===== config.mk =====
export PLATFORM = sky130hd
export DESIGN_NAME = clk_en_scheduler
export DESIGN_NICKNAME = d
export VERILOG_FILES = /design/src/rtl/clk_en_scheduler.sv
export SDC_FILE = /design/constraint.sdc
export NUM_CORES = 1
export LEC_CHECK = 0
export CAP_MARGIN = 20
export CORE_ASPECT_RATIO = 0.75
export CORE_MARGIN = 4
export CORE_UTILIZATION = 44
export DETAILED_ROUTE_END_ITERATION = 12
export PLACE_DENSITY = 0.65
export SYNTH_ARGS = -nofsm -noshare
export SYNTH_HDL_FRONTEND = slang
export SYNTH_SLANG_ARGS = --single-unit

===== constraint.sdc =====
create_clock -name clk -period 3.9 [get_ports clk]
set_clock_uncertainty 0.05 [all_clocks]
set_input_delay 0.585 -clock clk [delete_from_list [all_inputs] [get_ports clk]]
set_output_delay 0.585 -clock clk [all_outputs]
set_load 0.02 [all_outputs]

===== src/rtl/clk_en_scheduler.sv =====
// Per-channel clock-enable strobe generator with IDLE/SYNC/RUN phase alignment.
// Latency: strobe registered; first strobe D+2 edges after run is sampled high.
// Backpressure: cfg_ready low in SYNC, and in RUN while a ratio change is pending.
module clk_en_scheduler #(
    parameter int NUM_CH = 4,
    parameter int DIV_W  = 8
) (
    input  logic              clk,
    input  logic              reset,
    input  logic              run,
    input  logic              cfg_valid,
    output logic              cfg_ready,
    input  logic [2:0]        cfg_ch,
    input  logic [DIV_W-1:0]  cfg_div,
    input  logic              cfg_en,
    output logic [NUM_CH-1:0] en_pulse,
    output logic [3:0]        pulse_cnt,
    output logic              busy
);

    typedef enum logic [1:0] {
        ST_IDLE = 2'd0,
        ST_SYNC = 2'd1,
        ST_RUN  = 2'd2
    } state_t;

    localparam logic [3:0] NUM_CH_L = 4'(NUM_CH);

    state_t state_q;
    state_t state_d;

    logic [DIV_W-1:0]  div_q [NUM_CH];
    logic [DIV_W-1:0]  cnt_q [NUM_CH];
    logic [NUM_CH-1:0] en_q;

    logic              pend_vld;
    logic [2:0]        pend_ch;
    logic [DIV_W-1:0]  pend_div;
    logic              pend_en;

    logic              cfg_fire;
    logic              cfg_hit;
    logic              run_exit;
    logic              direct_wr;
    logic [NUM_CH-1:0] apply;
    logic [NUM_CH-1:0] strobe;

    always_ff @(posedge clk or negedge reset) begin
        if (!reset) begin
            state_q <= ST_IDLE;
        end else begin
            state_q <= state_d;
        end
    end

    always_comb begin
        state_d = state_q;
        case (state_q)
            ST_IDLE: if (run) state_d = ST_SYNC;
            ST_SYNC: state_d = run ? ST_RUN : ST_IDLE;
            ST_RUN:  if (!run) state_d = ST_IDLE;
            default: state_d = ST_IDLE;
        endcase
    end

    always_comb begin
        busy      = (state_q != ST_IDLE);
        cfg_ready = (state_q == ST_IDLE) || ((state_q == ST_RUN) && !pend_vld);
    end

    assign cfg_fire  = cfg_valid && cfg_ready;
    assign cfg_hit   = cfg_fire && ({1'b0, cfg_ch} < NUM_CH_L);
    assign run_exit  = (state_q == ST_RUN) && !run;
    // Writes landing on the RUN->IDLE edge bypass the slot so nothing lingers into IDLE.
    assign direct_wr = cfg_hit && ((state_q == ST_IDLE) || run_exit);

    always_comb begin
        for (int i = 0; i < NUM_CH; i++) begin
            strobe[i] = (state_q == ST_RUN) && run && en_q[i] && (cnt_q[i] == '0);
            apply[i]  = pend_vld && (pend_ch == 3'(i)) &&
                        (run_exit || !en_q[i] || (cnt_q[i] == '0));
        end
    end

    always_ff @(posedge clk or negedge reset) begin
        if (!reset) begin
            pend_vld  <= 1'b0;
            pend_ch   <= '0;
            pend_div  <= '0;
            pend_en   <= 1'b0;
            en_q      <= '0;
            en_pulse  <= '0;
            pulse_cnt <= '0;
            for (int i = 0; i < NUM_CH; i++) begin
                div_q[i] <= '0;
                cnt_q[i] <= '0;
            end
        end else begin
            if (|apply) begin
                pend_vld <= 1'b0;
            end
            if (cfg_hit && (state_q == ST_RUN) && run) begin
                pend_vld <= 1'b1;
                pend_ch  <= cfg_ch;
                pend_div <= cfg_div;
                pend_en  <= cfg_en;
            end

            if (strobe[0]) begin
                pulse_cnt <= pulse_cnt + 4'd1;
            end

            for (int i = 0; i < NUM_CH; i++) begin
                en_pulse[i] <= strobe[i];
                if (state_q == ST_SYNC) begin
                    cnt_q[i] <= div_q[i];
                end else if ((state_q == ST_RUN) && run && en_q[i]) begin
                    // Terminal-count reload picks up a pending ratio so no period is cut short.
                    if (cnt_q[i] == '0) begin
                        cnt_q[i] <= apply[i] ? pend_div : div_q[i];
                    end else begin
                        cnt_q[i] <= cnt_q[i] - DIV_W'(1);
                    end
                end

                if (apply[i]) begin
                    div_q[i] <= pend_div;
                    en_q[i]  <= pend_en;
                end
                if (direct_wr && (cfg_ch == 3'(i))) begin
                    div_q[i] <= cfg_div;
                    en_q[i]  <= cfg_en;
                end
            end
        end
    end

endmodule

* Yosys cells after proc, flatten, opt, wreduce, memory -nomap -nowiden
Cells that the tools add are included.
** Storage, ports and cells
- Flip-flop bits (word level) :: 91
- Input port bits :: 16
- Output and inout bits :: 10
- Word-level logic and storage cells :: 132
** Cells by class
- Add/subtract/negate cells :: 5
- Order comparisons :: 1
- Equality and inequality tests :: 10
- Mux-type cells :: 34
- Reduce and logical (&&, ||, !) cells :: 63
** Operator list (number)
- 8-bit 2-to-1 mux :: 20
- 8-bit logical NOT :: 4
- 8-bit by 1-bit subtractor with 8-bit output (second input constant) :: 4
- 1-bit logical AND :: 28
- 2-bit nonzero test :: 10
- 3-bit by 2-bit == test with 1-bit output (second input constant) :: 4
- 1-bit logical OR :: 10
- 1-bit 2-to-1 mux :: 10
- 3-bit by 1-bit == test with 1-bit output (second input constant) :: 2
- 1-bit logical NOT :: 6
- 3-bit logical NOT :: 2
- 2-bit 2-to-1 mux :: 3
- 2-bit one-hot mux with 3 select lines :: 1
- 4-bit by 1-bit adder with 4-bit output (second input constant) :: 1
- 2-bit inequality test (second input constant) :: 2
- 4-bit OR reduction :: 1
- 3-bit < comparator (second input constant) :: 1
- 2-bit by 1-bit == test with 1-bit output (second input constant) :: 1
- 2-bit == test (second input constant) :: 1
- 2-bit logical NOT :: 1
- 2-bit AND reduction :: 1

* Depth between registers and ports, before layout
- Depth in word-level cells :: 9
- Gate-level depth with buffers :: 9
- Depth with buffers taken out :: 7

* Worst setup path before layout
Ideal clock, no wire load.
- Kind :: register to register
- From :: reg cnt_q[0] (netlist name)
- To :: reg cnt_q[6] (netlist name)
- Library setup time :: 0.127 ns
- Arrival :: 1.945 ns
- Slack :: 1.778 ns
- Cell stages (with the launch flop) :: 8
- Buffers on the path :: 0
- Clock period less this slack :: 2.122 ns
- Cell sequence :: dfrtp_1 > inv_1 > ha_1 > or4b_1 > o211ai_1 > nand2_1 > a21boi_0 > o31ai_1
** Between the ends
- Longest elaborated chain between the ends :: 7
- Elaborated cells on any way between the ends :: 8
- Those cells by class :: 1 x add/sub; 4 x mux; 3 x reduce/logical
** RTL lines
- from (decl) :: RTL line 33 : logic [DIV_W-1:0] cnt_q [NUM_CH];
- from (signal, indexed assignment) :: RTL line 116 : cnt_q[i] <= div_q[i];
- from (signal, indexed assignment) :: RTL line 120 : cnt_q[i] <= apply[i] ? pend_div : div_q[i];
- from (signal, indexed assignment) :: RTL line 122 : cnt_q[i] <= cnt_q[i] - DIV_W'(1);
- branches (longest 4 deep; another with 8-bit by 1-bit subtractor with 8-bit output)
- 8-bit 2-to-1 mux * :: RTL line 119 : if (cnt_q[i] == '0) begin
- 8-bit 2-to-1 mux * :: RTL line 117 : end else if ((state_q == ST_RUN) && run && en_q[i]) begin
- 8-bit 2-to-1 mux * :: RTL line 115 : if (state_q == ST_SYNC) begin
Mark *: on every way between the ends. The select of a mux whose other input is x is not followed.
A chain may end at the register's enable or synchronous reset.

* Worst setup path after layout
- From :: reg state_q[1]
- To :: out busy
** Between the ends
- Longest elaborated chain between the ends :: 1
** RTL lines
- from (decl) :: RTL line 29 : state_t state_q;
- from (signal assigned) :: RTL line 52 : state_q <= state_d;
- 2-bit nonzero test :: RTL line 67 : busy = (state_q != ST_IDLE);
- to (decl) :: RTL line 18 : output logic busy
Every way passes these cells.

==> results.sh <==
export IMPL_outcome="complete, no violations"
export IMPL_antenna_found_initial=0
export IMPL_drv_cap=0
export IMPL_power_net_switching_mw=1.63
export IMPL_layout_commonest_cell="dfrtp_1"
export IMPL_place_congestion=0.912
export IMPL_worst_slack_ps=1370
export IMPL_arrival_ps=1900
export IMPL_dpl_hpwl_um=9910
export IMPL_grt_max_degree=75
export IMPL_grt_first_pass_wirelength_um=23400
export IMPL_routed_via_density=6.08
export IMPL_endpoint_kind="output port"
export IMPL_cts_buffers=9
export IMPL_cts_setup_buffers=0
export IMPL_hp_class="primary input to async pin"
export IMPL_synth_cells=580
export IMPL_grt_total_usage_pct=21.4
export IMPL_p_leak_nw=2.61
export IMPL_htreeDepth=3
export IMPL_die_w_um=135
export IMPL_root_buffer="clkbuf_16"
export IMPL_synthTopCellsByArea="dfrtp_1, mux2i_1, nand2_1"
export IMPL_synth_top_area_cell="dfrtp_1"
export IMPL_fin_crit_ps=2530
export IMPL_die_y_um=103
export IMPL_io_buffers=25
export IMPL_seqPwrFrac_pct=43.3
export IMPL_hold_worst_slack_ps=342
export IMPL_dieArea_sq_um=13900
export IMPL_post_drt_wl_per_cell_um=18.8
export IMPL_grt_pass1_vias=4516
export IMPL_placementRows=34
export IMPL_synth_top_area_share_pct=42.9
export IMPL_core_sq_um=11700
export IMPL_powerDensity_nw_per_um2=714
export IMPL_drive_above_1_share_pct=7.65
export IMPL_antenna_diode_count=0
export IMPL_cp_top_family="flip-flops"
export IMPL_wl_met1_um=6520
export IMPL_avgSynthCellArea_sq_um=9.16
export IMPL_comb_power_share_pct=33.0
export IMPL_path_clk_slew_ps=60
export IMPL_gr_total_overflow=0
export IMPL_nets=604
export IMPL_synthFlopType="dfrtp_1"
export IMPL_drc=0
export IMPL_yosys_warnings=0
export IMPL_worstPathMaxFanout=18
export IMPL_synth_edf_count=0
export IMPL_p_sw_share_pct=38.1
export IMPL_tritoncts="done"
export IMPL_first_pass_iters=5
export IMPL_area_delta_synth_final_pct=12.7
export IMPL_startpoint_type="flop"
export IMPL_final_cell_mix="dfrtp_1, nand2_1, nor2_1"
export IMPL_drtIter0Drc=537
export IMPL_wl_met3_um=1000
export IMPL_clockBufferDepth=2
export IMPL_antenna_left=0
export IMPL_synth_area_sq_um=5310
export IMPL_worst_pin_slew_ps=950
export IMPL_cts_sinks=91
export IMPL_highest_layer="met4"
export IMPL_initial_utilization_pct=45.4
export IMPL_ios=26
export IMPL_synth_cell_types=71
export IMPL_critPathBufInv=1
export IMPL_fmax_mhz=395
export IMPL_pre_cts_ws_ps=1030
export IMPL_critPathKind="flop to output port"
export IMPL_rsz0062_at_grt="no"
export IMPL_syn_num_nets=601
export IMPL_seq_area_frac_synth_pct=42.9
export IMPL_cp_cell_sequence="or2_2 -> clkdlybuf4s50_1"
export IMPL_slowest_delay_ps=730
export IMPL_relSlewSlack_pct=36.6
export IMPL_cp_required_ps=3260
export IMPL_cp_slowest_cell="dfrtp_1"
export IMPL_clk_latency_ps=340
export IMPL_slew_viol_final=0
export IMPL_ys_ff_latch=91
export IMPL_hold_violations=0
export IMPL_setup_violations_final=0
export IMPL_async_flop_share_pct=100
export IMPL_cts_resized=0
export IMPL_max_vdd_ir_drop_mv=0.311
export IMPL_vias=4558
export IMPL_p_int_mw=2.64
export IMPL_fin_tns_setup_ps=0
export IMPL_cts_hold_buf=0
export IMPL_fin_crit_sh_pct=64.9
export IMPL_wl_met2_um=6460
export IMPL_wirelength_um=14100
export IMPL_pwr_share_clk_pct=23.7
[cell families after synthesis]
group	after synthesis	share of synthesized area [%]
AO/OA/AOI/OAI	154	18.8
AND/OR/NAND/NOR	212	20.5
buffers and inverters	54	4.50
multiplexers	52	10.1
XOR/XNOR	12	1.98
flip-flops	91	42.9
adder cells (fa/ha/maj)	5	1.18
[through the flow]
step | utilization (%) | instance area (sq um) | std cells | power (mW)
finish | 51.1 | 5980 | 750 | 4.27
global route | 51.1 | 5980 | 750 | 4.58
CTS | 51.1 | 5980 | 750 | 4.28
detailed placement | 48.2 | 5640 | 734 | 3.26
global placement | 48.2 | 5640 | 734 | 3.19
floorplan | - | 5310 | 580 | 2.83
[registers in the layout (all words and copies together) (netlist names)]
register   cells
div_q         32
en_q           4
pend_ch        3
pulse_cnt      4
pend_div       8
pend_vld       1
pend_en        1
cnt_q         32
state_q        2
en_pulse       4
[area by class of cell]
cell class | count | area (sq um)
multi-input combinational | 435 | 2800
clock inverter | 5 | 100
sequential | 91 | 2280
tap | 162 | 203
fill | 1103 | 5720
inverter | 11 | 41.3
timing repair buffer | 35 | 323
clock buffer | 11 | 243
[metal layers]
metal	up-vias	GRT usage (%)
li1	2124	-
met1	2270	29.9
met2	151	34.5
met3	13	4.24
met4	0	5.32
met5	-	0
[power by group through the flow]
| stage | registers, mW | logic [mW] | clock network [mW] |
|---|---|---|---|
| detailed placement | 1.85 | 1.40 | 0 |
| CTS | 1.84 | 1.41 | 1.03 |
| floorplan | 1.60 | 1.23 | 0 |
| finish | 1.85 | 1.41 | 1.01 |
| global route | 1.92 | 1.59 | 1.07 |
| global placement | 1.84 | 1.35 | 0 |
[cell usage after synthesis, drive strengths merged (4+ instances only)]
cell	instances
nand2	77
or3	6
xor2	5
nand2b	4
a221o	8
o21bai	4
dfrtp	91
o21ai	50
mux2i	38
a22oi	11
a311oi	4
a211oi	5
and3	4
and2	6
mux2	14
a311o	4
a31oi	6
buf	13
nor2	43
xnor2	7
inv	11
a21oi	35
nand3	24
and4b	5
clkbuf	30
nand4b	7
nor3	16
ha	5
[final timing paths]
path / cells after the start / end / from / slack (ps)
hold / removal: 1 / cnt_q[29]$_DFFE_PN0P_ / reset / 340
min in group clk: 1 / pulse_cnt[3]$_DFFE_PN0P_ / pulse_cnt[3]$_DFFE_PN0P_ / 430
max in group asynchronous: 2 / cnt_q[16]$_DFFE_PN0P_ / reset / 2640
setup / recovery: 2 / busy / state_q[1]$_DFFE_PN0P_ / 1370
setup reg to reg: 6 / cnt_q[4]$_DFFE_PN0P_ / cnt_q[0]$_DFFE_PN0P_ / 1370
hold reg to reg: 1 / pulse_cnt[3]$_DFFE_PN0P_ / pulse_cnt[3]$_DFFE_PN0P_ / 430
(Power assumes the default switching activity.)
==> RTL edit 1: new RTL, same flow settings <==
Set the parameter `DIV_W` to 6 (it was 8).
--- a/src/rtl/clk_en_scheduler.sv
+++ b/src/rtl/clk_en_scheduler.sv
@@ -3,7 +3,7 @@
 // Backpressure: cfg_ready low in SYNC, and in RUN while a ratio change is pending.
 module clk_en_scheduler #(
     parameter int NUM_CH = 4,
-    parameter int DIV_W  = 8
+    parameter int DIV_W  = 6
 ) (
     input  logic              clk,
     input  logic              reset,
Interface: changed (resized cfg_div); port bits go from 26 to 24. The function was not compared with the original's and may differ.
==> RTL edit 1 against the unedited design <==
  * Worst setup slack worse by 33 ps
  * Total power down 21%
  * Sequential cell count down 18
  * Clock power down 17%
  * Cell area down 21%
  * Cell count down 23%
  * Sequential power down 23%
  * Critical endpoint is now div_q[10]
  * Sequential share of layout area up 0.36 points
  * Wire length down 25%
  * Synthesized area down 21%
==> RTL edit 1: results (changes against the unedited design) <==
Status
  – Outcome: completed

Finish
  – Fillcell total: 861 (-22%)
  – Layout Nets: 464 (-23%)
  – Largest registers in the final layout: cnt_q (24), div_q (24), pend_div (6)
  – Share of cells above drive strength 1: 11.1% (+3.5 points)
  – Syn-to-layout area delta: 14.0%

Placement
  – Port Buffer Count: 23 (-8.0%)
  – Pre-CTS setup slack: 1010 ps (-22.7 ps)
  – GPL Wtd Cong: 0.853 (-6.5%)
  – Post-DP HPWL: 7240 um (-27%)

Synthesis
  – Sequential share of the synthesized area: 43.8% (+0.93 points)
  – Cells after Synth: 434 (-25%)
  – Area contributors post-synth: dfrtp_1 44%, mux2i_1 7.9%, nand2_1 4.5%
  – Post-synth EDFFs: 0 (unchanged)
  – Syn_nets: 453 (-25%)
  – Asr flop ratio synth: 100% (unchanged)
  – Distinct cells, synth: 62 (-13%)

Global routing
  – Gr usage total: 20.3% (-1.1 points)
  – Pin count of the biggest net entering global routing: 74 (-1.3%)
  – Routing usage on met2: 29.9% (-4.6 points)
  – First-pass GRT wire length: 17700 um (-24%)

Critical path
  – Arrival time worst endpoint: 2690 ps (+790 ps)
  – R2R Path Start: state_q[0]

Route
  – DR iter-0 viols: 318 (-41%)
  – Total length of routed wires: 10500 um (-25%)
  – Vias post-DR: 3413 (-25%)

Pwr
  – Peak VDD IR: 0.000316 V (+1.6%)
RTL edit 1: metal layers:
layer / wire, um / up-vias
li1: - / 1594
met1: 5170 / 1714
met2: 4680 / 95
met3: 566 / 10
met4: 97 / 0
met5: 0 / -
RTL edit 1: layout make-up:
| class | count | area share (%) |
|---|---|---|
| repair buffers | 26 | 5.26 |
| multi-input cells | 325 | 45.9 |
| clock buffers | 13 | 5.47 |
| well taps | 128 | 3.37 |
| flip-flops and latches | 73 | 38.4 |
| inverters | 10 | 0.789 |
| clock inverters | 2 | 0.789 |
RTL edit 1: cells by family (layout without fill, tap and decap cells):
group | Yosys count | in the layout | synth area share (%)
muxes | 48 | 48 | 12.1
and+or+nand+nor | 145 | 145 | 17.7
buffers and inverters | 36 | 51 | 3.99
xor gates and xnor gates | 7 | 7 | 1.47
DFF | 73 | 73 | 43.8
adders and majority gates | 5 | 5 | 1.50
AOI/OAI and AO/OA | 120 | 120 | 19.4
RTL edit 1: final timing paths:
check                               endpoint  slack [ps]  cells past startpoint
min in group clk                pulse_cnt[3]         420                      1
worst max-delay path               div_q[10]        1340                      5
worst min-delay path               cnt_q[21]         320                      1
worst max register to register     div_q[10]        1610                      4
max in group asynchronous          div_q[17]        2820                      1
worst min register to register  pulse_cnt[3]         420                      1
RTL edit 1: worst max-delay path: stages:
cell             delay, ps
clkdlybuf4s50_1        650
o21ai_0                440
nand2_1                170
nor3b_2                620
o21ai_0                220
RTL edit 1: power groups by stage:
stage | clock, mW | combinational [mW] | sequential (mW)
global route | 0.893 | 1.28 | 1.46
floorplan | 0 | 0.934 | 1.28
global placement | 0 | 1.09 | 1.42
detailed placement | 0 | 1.12 | 1.43
CTS | 0.854 | 1.13 | 1.42
finish | 0.838 | 1.13 | 1.42
==> RTL edit 2: new RTL, config.mk and constraints unchanged <==
Without the edit above. Encoding of `state_t`: now one-hot (3 bits for 3 states).
--- a/src/rtl/clk_en_scheduler.sv
+++ b/src/rtl/clk_en_scheduler.sv
@@ -18,10 +18,10 @@
     output logic              busy
 );
 
-    typedef enum logic [1:0] {
-        ST_IDLE = 2'd0,
-        ST_SYNC = 2'd1,
-        ST_RUN  = 2'd2
+    typedef enum logic [2:0] {
+        ST_IDLE = 3'b001,
+        ST_SYNC = 3'b010,
+        ST_RUN  = 3'b100
     } state_t;
 
     localparam logic [3:0] NUM_CH_L = 4'(NUM_CH);
Check against the original RTL: no difference found for any inputs over 4 cycles, from zero or initial values and one cycle with reset low; so few cycles prove little.
==> RTL edit 2 against the unedited design <==
  * Cell area rose by 4.2%
  * Worst setup slack worse by 270 ps
  * Wire length is 4.6% higher
  * Total power shrank 1.2%
  * First-iteration DRC count is 13% lower
  * Synthesized area up 5.0%
  * Sequential cell count is 1 higher
  * Largest power group unchanged
==> RTL edit 2: results (changes against the unedited design) <==
Finish
  – Final clock-cell share: 5.58% (-0.15 points)
  – Final Core Density: 50.5% (-0.66 points)
  – Sequential cell area: 2300 um2 (+1.2%)
  – Signal inverters: 18 (+7)
  – Fillcell total: 1144 (+3.7%)

Route
  – Total length of routed wires: 14800 um (+4.6%)
  – Vias post-DR: 4654 (+2.1%)
  – DR iter-0 viols: 467 (-13%)
  – WL met3: 837 um (-17%)
  – WL met2: 6390 um (-0.99%)
  – Routed wire length per instance: 19.0 um (+1.1%)

Synthesis
  – Post-synthesis area per instance: 9.23 um2 (+0.80%)
  – Mux cell area share after synthesis: 10.0% (-0.12 points)
  – Synth Area in Compound Gates: 19.6% (+0.84 points)
  – Sequential share of the synthesized area: 41.3% (-1.6 points)
  – Synth Area in XOR/XNOR: 2.36% (+0.38 points)
  – Area contributors post-synth: dfrtp_1 41%, mux2i_1 7.2%, a21oi_1 5.5%
  – Distinct cells, synth: 77 (+8.5%)
  – Syn_nets: 625 (+4.0%)
  – Top post-synthesis cells by count: 91 x dfrtp_1, 66 x nor2_1, 65 x nand2_1, 61 x a21oi_1, 40 x mux2i_1

Status
  – Outcome: completed

Global routing
  – Vias in the first global route: 4589 (+1.6%)
  – Global Route met3 Usage: 4.01% (-0.24 points)
  – First-pass GRT wire length: 24500 um (+5.0%)
  – Pin count of the biggest net entering global routing: 36 (-52%)
  – Routing usage on met2: 30.9% (-3.6 points)

Critical path
  – CP Max Fanout: 11 (-7)
  – Arrival time worst endpoint: 2990 ps (+1090 ps)
  – Slowest cell delay on critical path: 870 ps (+140 ps)

Timing
  – Slew HR: 27.7% (-9.0 points)

Pwr
  – Combinational Power Share: 34.1% (+1.1 points)

Placement
  – Pre-CTS setup slack: 730 ps (-304 ps)
  – DP Cell Count: 760 (+3.5%)

Clock network
  – # clock sinks: 92 (+1.1%)

Floorplan
  – TAP cells: 166 (+2.5%)
RTL edit 2: cell types whose count changed in the layout (fill, tap and decap cells not counted), sizes merged, moves of 5 or more:
cell | before | now
a21oi | 35 | 61
and4b | 5 | 0
inv | 11 | 19
nand2 | 77 | 65
nand3 | 24 | 6
nor2 | 43 | 67
nor3 | 16 | 9
nor4 | 3 | 9
o211ai | 3 | 8
o21ai | 50 | 25
or4 | 2 | 9
RTL edit 2: critical path, delay by kind of cell:
| family | cells | cell delay [ps] |
|---|---|---|
| and+or+nand+nor | 3 | 1350 |
| buffers and inverters | 1 | 490 |
| AOI/OAI and AO/OA | 2 | 560 |
RTL edit 2: final timing paths:
path / start / to / slack (ps) / cells after the start
min reg2reg: pulse_cnt[3] / pulse_cnt[3] / 430 / 1
min in group clk: pulse_cnt[3] / pulse_cnt[3] / 430 / 1
max: run / pend_vld / 1100 / 6
min: reset / cnt_q[14] / 140 / 1
max reg2reg: cnt_q[16] / pend_vld / 1110 / 8
max in group asynchronous: reset / pend_vld / 2840 / 2
